File: src/rtl/rr_arb_pkg.sv
// ---------------------------------------------------------------------------
// rr_arb_pkg
// Shared definitions for the round-robin select arbiter:
//   - `HIGH / `LOW handshake polarity macros
//   - output-stage state encoding (EMPTY / FULL)
//   - rr_idx_width(): source-index width derivation
//   - rr_find_first(): rotated find-first-set starting after a pointer
// No ports (package).
// ---------------------------------------------------------------------------
`ifndef HIGH
`define HIGH 1'b1
`endif
`ifndef LOW
`define LOW 1'b0
`endif

package rr_arb_pkg;

   // Upper bound on requester count handled by the search function.
   localparam int unsigned RR_MAX_IN  = 64;
   localparam int unsigned RR_IDX_MAX = 6;

   typedef enum logic {
      ST_EMPTY = 1'b0,
      ST_FULL  = 1'b1
   } rr_state_e;

   typedef struct packed {
      logic                  valid;
      logic [RR_IDX_MAX-1:0] idx;
   } rr_find_t;

   // Width of an index able to address n requesters (at least one bit).
   function automatic int unsigned rr_idx_width(input int unsigned n);
      return (n <= 1) ? 1 : $clog2(n);
   endfunction

   // Search vec[0 +: n] starting at ptr+1 and wrapping modulo n; return the
   // first set position. ptr is assumed < n, so one subtraction wraps.
   function automatic rr_find_t rr_find_first(input logic [RR_MAX_IN-1:0] vec,
                                              input int unsigned          ptr,
                                              input int unsigned          n);
      rr_find_t    res;
      int unsigned pos;
      res = '0;
      for (int unsigned k = 1; k <= RR_MAX_IN; k++) begin
         pos = ptr + k;
         if (pos >= n) pos = pos - n;
         if ((k <= n) && !res.valid && (pos < RR_MAX_IN) && vec[pos]) begin
            res.valid = 1'b1;
            res.idx   = pos[RR_IDX_MAX-1:0];
         end
      end
      return res;
   endfunction

endpackage

File: src/rtl/rr_pick.sv
// ---------------------------------------------------------------------------
// rr_pick
// Combinational rotated priority encoder: first set bit of i_req searching
// from i_ptr+1 upward, wrapping modulo IN.
// Ports:
//   i_req    [IN-1:0]   request vector (active-high)
//   i_ptr    [IDX-1:0]  last granted index
//   o_idx    [IDX-1:0]  grant index (0 when o_any=0)
//   o_onehot [IN-1:0]   grant as one-hot (zero when o_any=0)
//   o_any               at least one request present
// ---------------------------------------------------------------------------
module rr_pick
   import rr_arb_pkg::*;
#(
   parameter int unsigned IN  = 4,
   parameter int unsigned IDX = rr_idx_width(IN)
) (
   input  logic [IN-1:0]  i_req,
   input  logic [IDX-1:0] i_ptr,
   output logic [IDX-1:0] o_idx,
   output logic [IN-1:0]  o_onehot,
   output logic           o_any
);

   rr_find_t w_find;

   always_comb begin
      w_find   = rr_find_first(RR_MAX_IN'(i_req), 32'(i_ptr), IN);
      o_any    = w_find.valid;
      o_idx    = w_find.valid ? IDX'(w_find.idx) : '0;
      o_onehot = '0;
      if (w_find.valid) o_onehot[o_idx] = 1'b1;
   end

endmodule

File: src/rtl/selector.sv
// ---------------------------------------------------------------------------
// selector
// Generic N-way payload selector.
//   MODE = `LOW  : i_sel is a binary index
//   MODE = `HIGH : i_sel is a one-hot vector (SEL_WIDTH must equal N)
// Ports:
//   i_data [WIDTH*N-1:0]  input words, word i at [WIDTH*i +: WIDTH]
//   i_sel  [SEL_WIDTH-1:0] select
//   o_data [WIDTH-1:0]    selected word (zero when nothing selected)
// ---------------------------------------------------------------------------
module selector #(
   parameter int unsigned WIDTH     = 32,
   parameter int unsigned N         = 4,
   parameter int unsigned SEL_WIDTH = 2,
   parameter logic        MODE      = `LOW
) (
   input  logic [WIDTH*N-1:0]   i_data,
   input  logic [SEL_WIDTH-1:0] i_sel,
   output logic [WIDTH-1:0]     o_data
);

   generate
      if (MODE == `LOW) begin : g_binary
         always_comb begin
            // NOTE: assign a default before any conditional write so no latch is inferred.
            o_data = '0;
            for (int unsigned i = 0; i < N; i++) begin
               if (i_sel == SEL_WIDTH'(i)) o_data = i_data[WIDTH*i +: WIDTH];
            end
         end
      end else begin : g_onehot
         always_comb begin
            o_data = '0;
            for (int unsigned i = 0; i < N; i++) begin
               if ((i < SEL_WIDTH) && i_sel[i]) o_data = o_data | i_data[WIDTH*i +: WIDTH];
            end
         end
      end
   endgenerate

endmodule

File: src/rtl/rr_select_arbiter.sv
// ---------------------------------------------------------------------------
// rr_select_arbiter
// Round-robin arbiter sharing one DATA-wide registered output channel among
// IN valid/ready requesters. One beat per cycle; accepted beat appears on
// out_* the following cycle together with its source index.
// Optional feature macro: RR_SELECT_BURST_EN (adds req_last; locks the grant
// to a requester until its last beat is loaded).
// Ports:
//   clk, reset                 clock, asynchronous active-high reset
//   req_valid [IN-1:0]         per-requester valid       (polarity ACT)
//   req_data  [DATA*IN-1:0]    payloads, requester i at [DATA*i +: DATA]
//   req_last  [IN-1:0]         burst last marker (RR_SELECT_BURST_EN only)
//   req_ready [IN-1:0]         per-requester accept      (polarity ACT)
//   out_valid                  output beat valid         (polarity ACT)
//   out_data  [DATA-1:0]       registered payload
//   out_src   [IDX-1:0]        source index of out_data
//   out_ready                  consumer accept           (polarity ACT)
// ---------------------------------------------------------------------------
module rr_select_arbiter
   import rr_arb_pkg::*;
#(
   parameter int unsigned DATA = 32,
   parameter int unsigned IN   = 4,
   parameter int unsigned IDX  = rr_idx_width(IN),
   parameter logic        ACT  = `HIGH
) (
   input  logic                clk,
   input  logic                reset,
   input  logic [IN-1:0]       req_valid,
   input  logic [DATA*IN-1:0]  req_data,
`ifdef RR_SELECT_BURST_EN
   input  logic [IN-1:0]       req_last,
`endif
   output logic [IN-1:0]       req_ready,
   output logic                out_valid,
   output logic [DATA-1:0]     out_data,
   output logic [IDX-1:0]      out_src,
   input  logic                out_ready
);

   rr_state_e        r_state;
   rr_state_e        w_state_nxt;
   logic [DATA-1:0]  r_out_data;
   logic [IDX-1:0]   r_out_src;
   logic [IDX-1:0]   r_ptr;

   logic [IN-1:0]    w_req_valid;
   logic             w_out_ready;
   logic [IN-1:0]    w_req_masked;
   logic [IDX-1:0]   w_grant_idx;
   logic [IN-1:0]    w_grant_oh;
   logic             w_any;
   logic             w_full;
   logic             w_load_ok;
   logic             w_load;
   logic             w_last;
   logic [IN-1:0]    w_ready;
   logic [DATA-1:0]  w_sel_data;

   // Ports carry ACT polarity; everything inside is active-high.
   assign w_req_valid = (ACT == `HIGH) ? req_valid : ~req_valid;
   assign w_out_ready = (ACT == `HIGH) ? out_ready : ~out_ready;

   assign w_full    = (r_state == ST_FULL);
   assign w_load_ok = !w_full || w_out_ready;

`ifdef RR_SELECT_BURST_EN
   logic           r_lock;
   logic [IDX-1:0] r_lock_idx;
   logic [IN-1:0]  w_lock_oh;

   // While a burst is open only the owning requester is visible to the picker,
   // so a locked requester dropping valid stalls arbitration.
   assign w_lock_oh    = IN'(1) << r_lock_idx;
   assign w_req_masked = r_lock ? (w_req_valid & w_lock_oh) : w_req_valid;
   assign w_last       = req_last[w_grant_idx];
`else
   assign w_req_masked = w_req_valid;
   assign w_last       = 1'b1;
`endif

   rr_pick #(
      .IN  (IN),
      .IDX (IDX)
   ) u_pick (
      .i_req    (w_req_masked),
      .i_ptr    (r_ptr),
      .o_idx    (w_grant_idx),
      .o_onehot (w_grant_oh),
      .o_any    (w_any)
   );

   selector #(
      .WIDTH     (DATA),
      .N         (IN),
      .SEL_WIDTH (IDX),
      .MODE      (`LOW)
   ) u_sel (
      .i_data (req_data),
      .i_sel  (w_grant_idx),
      .o_data (w_sel_data)
   );

   // Reset gates the accept so nothing is handshaken while reset is held.
   assign w_load  = w_load_ok && w_any && !reset;
   assign w_ready = w_load ? w_grant_oh : '0;

   assign req_ready = (ACT == `HIGH) ? w_ready : ~w_ready;
   assign out_valid = (ACT == `HIGH) ? w_full  : ~w_full;
   assign out_data  = r_out_data;
   assign out_src   = r_out_src;

   // Output-stage state register.
   always_ff @(posedge clk or posedge reset) begin
      // NOTE: sequential state uses non-blocking assignments so all registers update together at the edge.
      if (reset) r_state <= ST_EMPTY;
      else       r_state <= w_state_nxt;
   end

   // Output-stage next state.
   always_comb begin
      w_state_nxt = r_state;
      case (r_state)
         ST_EMPTY: if (w_load) w_state_nxt = ST_FULL;
         ST_FULL: begin
            if (w_load)           w_state_nxt = ST_FULL;
            else if (w_out_ready) w_state_nxt = ST_EMPTY;
         end
         default:                 w_state_nxt = ST_EMPTY;
      endcase
   end

   // Payload, source and priority pointer. Data/src are held when the stage
   // drains with no new request; the pointer moves only on a real load.
   always_ff @(posedge clk or posedge reset) begin
      if (reset) begin
         r_out_data <= '0;
         r_out_src  <= '0;
         r_ptr      <= IDX'(IN - 1);
      end else if (w_load) begin
         r_out_data <= w_sel_data;
         r_out_src  <= w_grant_idx;
         if (w_last) r_ptr <= w_grant_idx;
      end
   end

`ifdef RR_SELECT_BURST_EN
   always_ff @(posedge clk or posedge reset) begin
      if (reset) begin
         r_lock     <= 1'b0;
         r_lock_idx <= '0;
      end else if (w_load) begin
         r_lock     <= !w_last;
         r_lock_idx <= w_grant_idx;
      end
   end
`endif

endmodule
File: config.mk
export PLATFORM = sky130hd
export DESIGN_NAME = rr_select_arbiter
export DESIGN_NICKNAME = d
export VERILOG_FILES = /design/src/rtl/rr_arb_pkg.sv /design/src/rtl/rr_pick.sv /design/src/rtl/selector.sv /design/src/rtl/rr_select_arbiter.sv
export SDC_FILE = /design/constraint.sdc
export NUM_CORES = 1
export LEC_CHECK = 0
export BUFFER_PORTS_ARGS = -buffer_cell sky130_fd_sc_hd__buf_2
export CORE_UTILIZATION = 49
export CTS_CLUSTER_DIAMETER = 80
export DETAILED_ROUTE_END_ITERATION = 12
export GPL_ROUTABILITY_DRIVEN = 0
export PLACE_DENSITY = 0.87
export SLEW_MARGIN = 30
export SYNTH_ARGS = -nofsm -noshare
export SYNTH_HDL_FRONTEND = slang
export SYNTH_SLANG_ARGS = --single-unit
File: constraint.sdc
create_clock -name clk -period 5.6 [get_ports clk]
set_clock_uncertainty 0.05 [all_clocks]
set_input_delay 1.12 -clock clk [delete_from_list [all_inputs] [get_ports clk]]
set_output_delay 1.12 -clock clk [all_outputs]
set_load 0.01 [all_outputs]
## Word-level counts from Yosys, hierarchy flattened

Index checks and enable logic that the tools add are counted.

| word-level totals | value |
|---|---|
| register bits | 37 |
| input port bits | 135 |
| output and inout bits | 39 |
| logic and storage cells | 76 |

| operators by class | value |
|---|---|
| $add $sub $neg | 8 |
| order comparisons | 14 |
| eq/ne operators | 3 |
| muxes and demuxes | 29 |
| bitwise gates (word level) | 1 |
| reduce and logical (&&, ||, !) cells | 17 |

Operators by type and width:

| cell | count |
|---|---|
| $lt A32 B7 Y1 const B | 8 |
| $mux W32 | 8 |
| $ge A32 B3 Y1 const B | 4 |
| $sub A32 B3 Y32 const B | 4 |
| $mux W7 | 4 |
| $bmux W1 S6 | 4 |
| $logic_and A1 B1 Y1 | 10 |
| $mux W1 | 8 |
| $mux W4 | 2 |
| $add A2 B2 Y3 const B | 2 |
| $logic_not A1 Y1 | 5 |
| $add A2 B3 Y4 const B | 1 |
| $eq A2 B2 Y1 const B | 2 |
| $add A2 B1 Y3 const B | 1 |
| $lt A2 B3 Y1 const B | 1 |
| $demux W1 S2 | 1 |
| $eq A2 B1 Y1 const B | 1 |
| $ge A2 B1 Y1 const B | 1 |
| $logic_not A2 Y1 | 1 |
| $mux W2 | 1 |
| $pmux W1 S2 | 1 |
| $logic_or A1 B1 Y1 | 1 |
| $not A1 Y1 | 1 |

## Longest topological paths before layout

| logic depth | value |
|---|---|
| depth after elaboration | 26 |
| gate-level depth with buffers | 11 |
| gate-level depth less buffers | 8 |

## Cells and area by module

From an unflattened synthesis, not the netlist that was laid out.

| second synthesis, totals | value |
|---|---|
| cells, all modules | 169 |
| area total of the unflattened synthesis | 2,631.3 µm² |

Modules (own cells, without submodules):

| module | instances | cells an instance | area each (µm²) |
|---|---|---|---|
| rr_select_arbiter | 1 | 87 | 1,450.1 |
| selector | 1 | 39 | 814.5 |
| rr_pick | 1 | 43 | 366.6 |

## Worst setup path after synthesis

OpenSTA, ideal clock, no wires.

| path | value |
|---|---|
| kind | input -> output |
| start point | input port req_valid[0] |
| end point | output port req_ready[1] |
| arrival time | 2.691 ns |
| data required time | 4.430 ns |
| setup slack | 1.739 ns |
| cell stages on the path | 5 |
| path buffers | 1 |
| cell sequence | mux4_2 > a32o_2 > mux2_4 > buf_6 > nor3_1 |

| between the ends | value |
|---|---|
| longest elaborated chain between the ends | 23 |
| elaborated cells on any way between the ends | 32 |
| those cells by class | order compare: 2; mux: 17; reduce/logical: 13 |

RTL lines:

| what | line | source |
|---|---|---|
| start: declaration | rr_select_arbiter.sv:29 | `input logic [IN-1:0] req_valid,` |
| $bmux W1 S6 | rr_arb_pkg.sv:49 | `if ((k <= n) && !res.valid && (pos < RR_MAX_IN) && vec[pos]) begin` |
| $mux W1 (not written as such) | rr_arb_pkg.sv:49 |  |
| $logic_and A1 B1 Y1 | rr_arb_pkg.sv:49 |  |
| $mux W7 | rr_arb_pkg.sv:49 |  |
| $logic_not A1 Y1 | rr_arb_pkg.sv:49 |  |
| $logic_and A1 B1 Y1 (2 in series) | rr_arb_pkg.sv:49 |  |
| $mux W7 | rr_arb_pkg.sv:49 |  |
| $logic_not A1 Y1 | rr_arb_pkg.sv:49 |  |
| [6 not listed] | -- |  |
| $mux W7 * | rr_arb_pkg.sv:49 |  |
| $mux W2 | rr_pick.sv:30 | `o_idx = w_find.valid ? IDX'(w_find.idx) : '0;` |
| $lt A2 B3 Y1 (not written as such) / $ge A2 B1 Y1 (equally long branches) | rr_pick.sv:32 | `if (w_find.valid) o_onehot[o_idx] = 1'b1;` |
| $logic_and A1 B1 Y1 (not written as such) | rr_pick.sv:32 |  |
| $mux W1 (not written as such) | rr_pick.sv:32 |  |
| $demux W1 S2 | -- |  |
| $mux W4 | rr_pick.sv:32 |  |
| $mux W4 * | rr_select_arbiter.sv:106 | `assign w_ready = w_load ? w_grant_oh : '0;` |
| end: declaration | rr_select_arbiter.sv:34 | `output logic [IN-1:0] req_ready,` |

Every way passes the cells marked *; elsewhere a longest branch is shown, timed or not. The select of a mux whose other input is x is not followed.

## Worst setup path after layout

| path | value |
|---|---|
| start point | register r_ptr[0] |
| end point | output port req_ready[1] |

| between the ends | value |
|---|---|
| longest elaborated chain between the ends | 26 |
| elaborated cells on any way between the ends | 52 |
| those cells by class | add/sub: 8; order compare: 10; mux: 21; reduce/logical: 13 |

RTL lines:

| what | line | source |
|---|---|---|
| start: declaration | rr_select_arbiter.sv:45 | `logic [IDX-1:0] r_ptr;` |
| start signal: assignment | rr_select_arbiter.sv:139 | `r_ptr <= IDX'(IN - 1);` |
| start signal: assignment | rr_select_arbiter.sv:143 | `if (w_last) r_ptr <= w_grant_idx;` |
| parallel branches: the longest is 18 deep, another holds $sub A32 B3 Y32 | -- |  |
| $mux W7 * | rr_arb_pkg.sv:49 |  |
| $mux W2 | rr_pick.sv:30 |  |
| $lt A2 B3 Y1 (not written as such) / $ge A2 B1 Y1 (equally long branches) | rr_pick.sv:32 |  |
| $logic_and A1 B1 Y1 (not written as such) | rr_pick.sv:32 |  |
| $mux W1 (not written as such) | rr_pick.sv:32 |  |
| $demux W1 S2 | -- |  |
| $mux W4 | rr_pick.sv:32 |  |
| $mux W4 * | rr_select_arbiter.sv:106 |  |

Every way passes the cells marked *. The select of a mux whose other input is x is not followed.

==> results.sh <==
export IMPL_initial_core_util_pct=52.1
export IMPL_max_stage_delay_ns=0.75
export IMPL_final_cell_area_um2=4120
export IMPL_hold_depth=2
export IMPL_peakVddDrop_mv=0.719
export IMPL_regArea_um2=928
export IMPL_path_class="reg -> out"
export IMPL_slew_violations=0
export IMPL_critPathMaxFanout=34
export IMPL_crit_chain="inv_1 > ha_1 > or3b_1 > a31oi_4 > nand2_1 > nor3_1 > buf_2"
export IMPL_antenna_left=0
export IMPL_async_flop_share_pct=100
export IMPL_grt_pass1_vias=2820
export IMPL_multi_input_area_um2=2050
export IMPL_cp_start_kind="flop"
export IMPL_ys_flop_type="dfrtp_1"
export IMPL_status="completed"
export IMPL_htreeDepth=2
export IMPL_yosys_register_bits=37
export IMPL_seq_area_frac_synth_pct=29.2
export IMPL_yosysWarnings=0
export IMPL_clock_root_buffer="clkbuf_8"
export IMPL_r2r_setup_slack_ns=1.64
export IMPL_die_area_um2=6810
export IMPL_min_path_type="reg -> reg"
export IMPL_grt_antenna_before_repair=0
export IMPL_min_period_over_period_pct=80.3
export IMPL_clkTransAtPathRegs_ns=0.08
export IMPL_grt_max_degree=70
export IMPL_dieWidth_um=82.5
export IMPL_relSlewSlack_pct=46.4
export IMPL_vias=3118
export IMPL_dpl_cell_area_um2=4000
export IMPL_cts_buffer_depth=2
export IMPL_viasPerCell=5.74
export IMPL_p_per_area_nw_per_um2=717
export IMPL_post_synth_inst_count=317
export IMPL_syn_avg_cell_area_um2=10.0
export IMPL_critPathSlowestCell="dfstp_2"
export IMPL_setup_tns_ns=0
export IMPL_drc=0
export IMPL_row_count=28
export IMPL_worst_pin_slew_ns=0.804
export IMPL_min_from="out_data[24]$_DFFE_PP0P_"
export IMPL_numCtsBuffers=5
export IMPL_cap_viol_max_count=0
export IMPL_holdBufCountCts=0
export IMPL_finalNetCount=607
export IMPL_post_cts_buffers=0
export IMPL_cts_sinks=37
export IMPL_core_um2=6100
export IMPL_worstReg2RegEnd="out_data[15]$_DFFE_PP0P_"
export IMPL_synth_edf_count=0
export IMPL_syn_area_um2=3180
export IMPL_wl_per_cell_um=16.1
export IMPL_ys_types=34
export IMPL_min_to="out_data[24]$_DFFE_PP0P_"
export IMPL_ioPinCount=174
export IMPL_gr_total_overflow=0
export IMPL_syn_num_nets=457
export IMPL_cp_required_ns=4.43
export IMPL_grt_usage_pct=25.5
export IMPL_ff2ff_path_depth=8
export IMPL_grt_pass1_wl_um=13200
export IMPL_ctsResizeCount=0
export IMPL_dpl_hpwl_um=6600
export IMPL_nFillCells=508
export IMPL_end_kind="primary output"
export IMPL_drive_above_1_share_pct=55.6
export IMPL_cp_data_arrival_time_ns=3.33
export IMPL_period_needed_ns=4.50
export IMPL_first_pass_iters=4
export IMPL_worst_path_buf_inv=2
export IMPL_rsz0062_at_grt="false"
export IMPL_finalWirelength_um=8760
export IMPL_hold_viol=0
export IMPL_io_buffers=173
export IMPL_insertion_delay_ns=0.28
export IMPL_drt_iter0_drc=98
export IMPL_setup_viol=0
export IMPL_p_leak_nw=1.86
export IMPL_crit_family="simple AND/OR/NAND/NOR gates"
export IMPL_tritoncts="built"
export IMPL_fmax_mhz=222
export IMPL_r2r_start="r_ptr[0]$_DFFE_PP1P_"
export IMPL_n_antenna_cell=0
export IMPL_area_growth_pct=29.8
export IMPL_die_y_um=82.5
## metal layers
layer	GRT usage, %	wire length (um)	part of all wire [%]
met5	0	0	0
met4	10.2	183	2.1
met3	5.16	570	6.5
met2	45.9	4400	50
met1	29.6	3610	41
## cell families after synthesis
family	count (synthesis)	share of synthesized area, %
AOI/OAI and AO/OA	175	50.4
and+or+nand+nor	49	6.34
buffers and inverters	42	7.76
DFF	37	29.2
muxes	9	4.33
adders and majority gates	5	1.97
## worst max path at each step
stage / slack [ns] / from / endpoint / cells after the start
floorplan: 1.74 / req_valid[0] / req_ready[1] / 5
global placement: 1.36 / req_valid[0] / req_ready[1] / 7
detailed placement: 1.32 / req_valid[0] / req_ready[1] / 7
CTS: 1.09 / r_ptr[0]$_DFFE_PP1P_ / req_ready[1] / 7
global route: 0.87 / r_ptr[0]$_DFFE_PP1P_ / req_ready[1] / 7
finish: 1.10 / r_ptr[0]$_DFFE_PP1P_ / req_ready[1] / 7
## sequential cells by signal (all words and copies together) (netlist names)
| signal | cells |
|---|---|
| out_data | 32 |
| out_src | 2 |
| out_valid | 1 |
| r_ptr | 2 |
## final cells by class
type                       instances  area share, %
timing repair buffer             179           22.1
clock inverter                     2          0.911
sequential                        37           22.5
clock buffer                       6           2.00
multi-input combinational        238           49.6
inverter                           6          0.546
tap                               75           2.28
## worst reg2reg max path: stages (launching register included)
cell	delay, ns
dfstp_2	0.75
inv_1	0.14
ha_1	0.40
or3b_1	0.49
a31oi_4	0.66
and2_2	0.29
buf_4	0.60
a211oi_1	0.28
o31ai_2	0.21
## where the power goes
part	internal [mW]	leakage (nW)	switching [mW]
clock	0.145	0.0574	0.0955
sequential	0.411	0.448	0.0949
combinational	0.825	1.35	1.38
## through the flow
step	hold slack [ns]	power, mW	setup slack (ns)	util, %	instances
global route	0.442	3.20	0.867	67.6	543
floorplan	0.465	2.34	1.74	-	317
global placement	0.407	2.66	1.36	65.6	535
detailed placement	0.415	2.73	1.32	65.6	535
finish	0.429	2.95	1.10	67.6	543
CTS	0.433	2.97	1.09	67.6	543
## placed cells by master (no fill, tap or decap)
cell type,netlist,routed
dfstp_2,2,2
ha_1,5,5
o2111ai_4,0,1
mux4_2,2,2
dfrtp_1,35,35
inv_1,6,5
buf_4,3,6
clkinv_1,0,1
nand2b_1,1,1
a22oi_2,1,1
a22o_1,2,2
clkbuf_8,0,6
nor2_1,4,4
bufinv_16,0,1
nand2_1,37,37
clkinvlp_4,0,1
and2_2,0,1
or3b_1,1,1
o31ai_2,28,28
mux2i_1,1,1
a21boi_0,64,64
a32o_1,1,1
a32o_2,1,1
nor3_1,4,4
a221o_4,0,1
o21ai_2,1,1
mux2i_4,1,1
a211oi_2,28,28
mux2_4,1,1
and3_1,1,1
a21oi_1,5,5
o31ai_1,4,4
mux2_2,4,4
a211oi_1,37,37
buf_2,14,173
a31oi_4,0,1
## cells in the mapped netlist (2+ instances only)
| cell type | number | share of area, % |
|---|---|---|
| clkbuf_1 | 11 | 1.3 |
| ha_1 | 5 | 2.0 |
| mux4_2 | 2 | 1.4 |
| buf_2 | 14 | 2.2 |
| dfrtp_1 | 35 | 28 |
| mux2_2 | 4 | 1.4 |
| o31ai_1 | 4 | 0.95 |
| buf_4 | 3 | 0.71 |
| nand2_1 | 37 | 4.4 |
| nor3_1 | 4 | 0.63 |
| o31ai_2 | 28 | 11 |
| buf_6 | 8 | 2.8 |
| inv_1 | 6 | 0.71 |
| dfstp_2 | 2 | 1.7 |
| a211oi_1 | 37 | 8.7 |
| a21boi_0 | 64 | 15 |
| a21oi_1 | 5 | 0.79 |
| a211oi_2 | 28 | 11 |
| a22o_1 | 2 | 0.55 |
| nor2_1 | 4 | 0.47 |
Note: power is estimated with default switching activity, not from simulation.
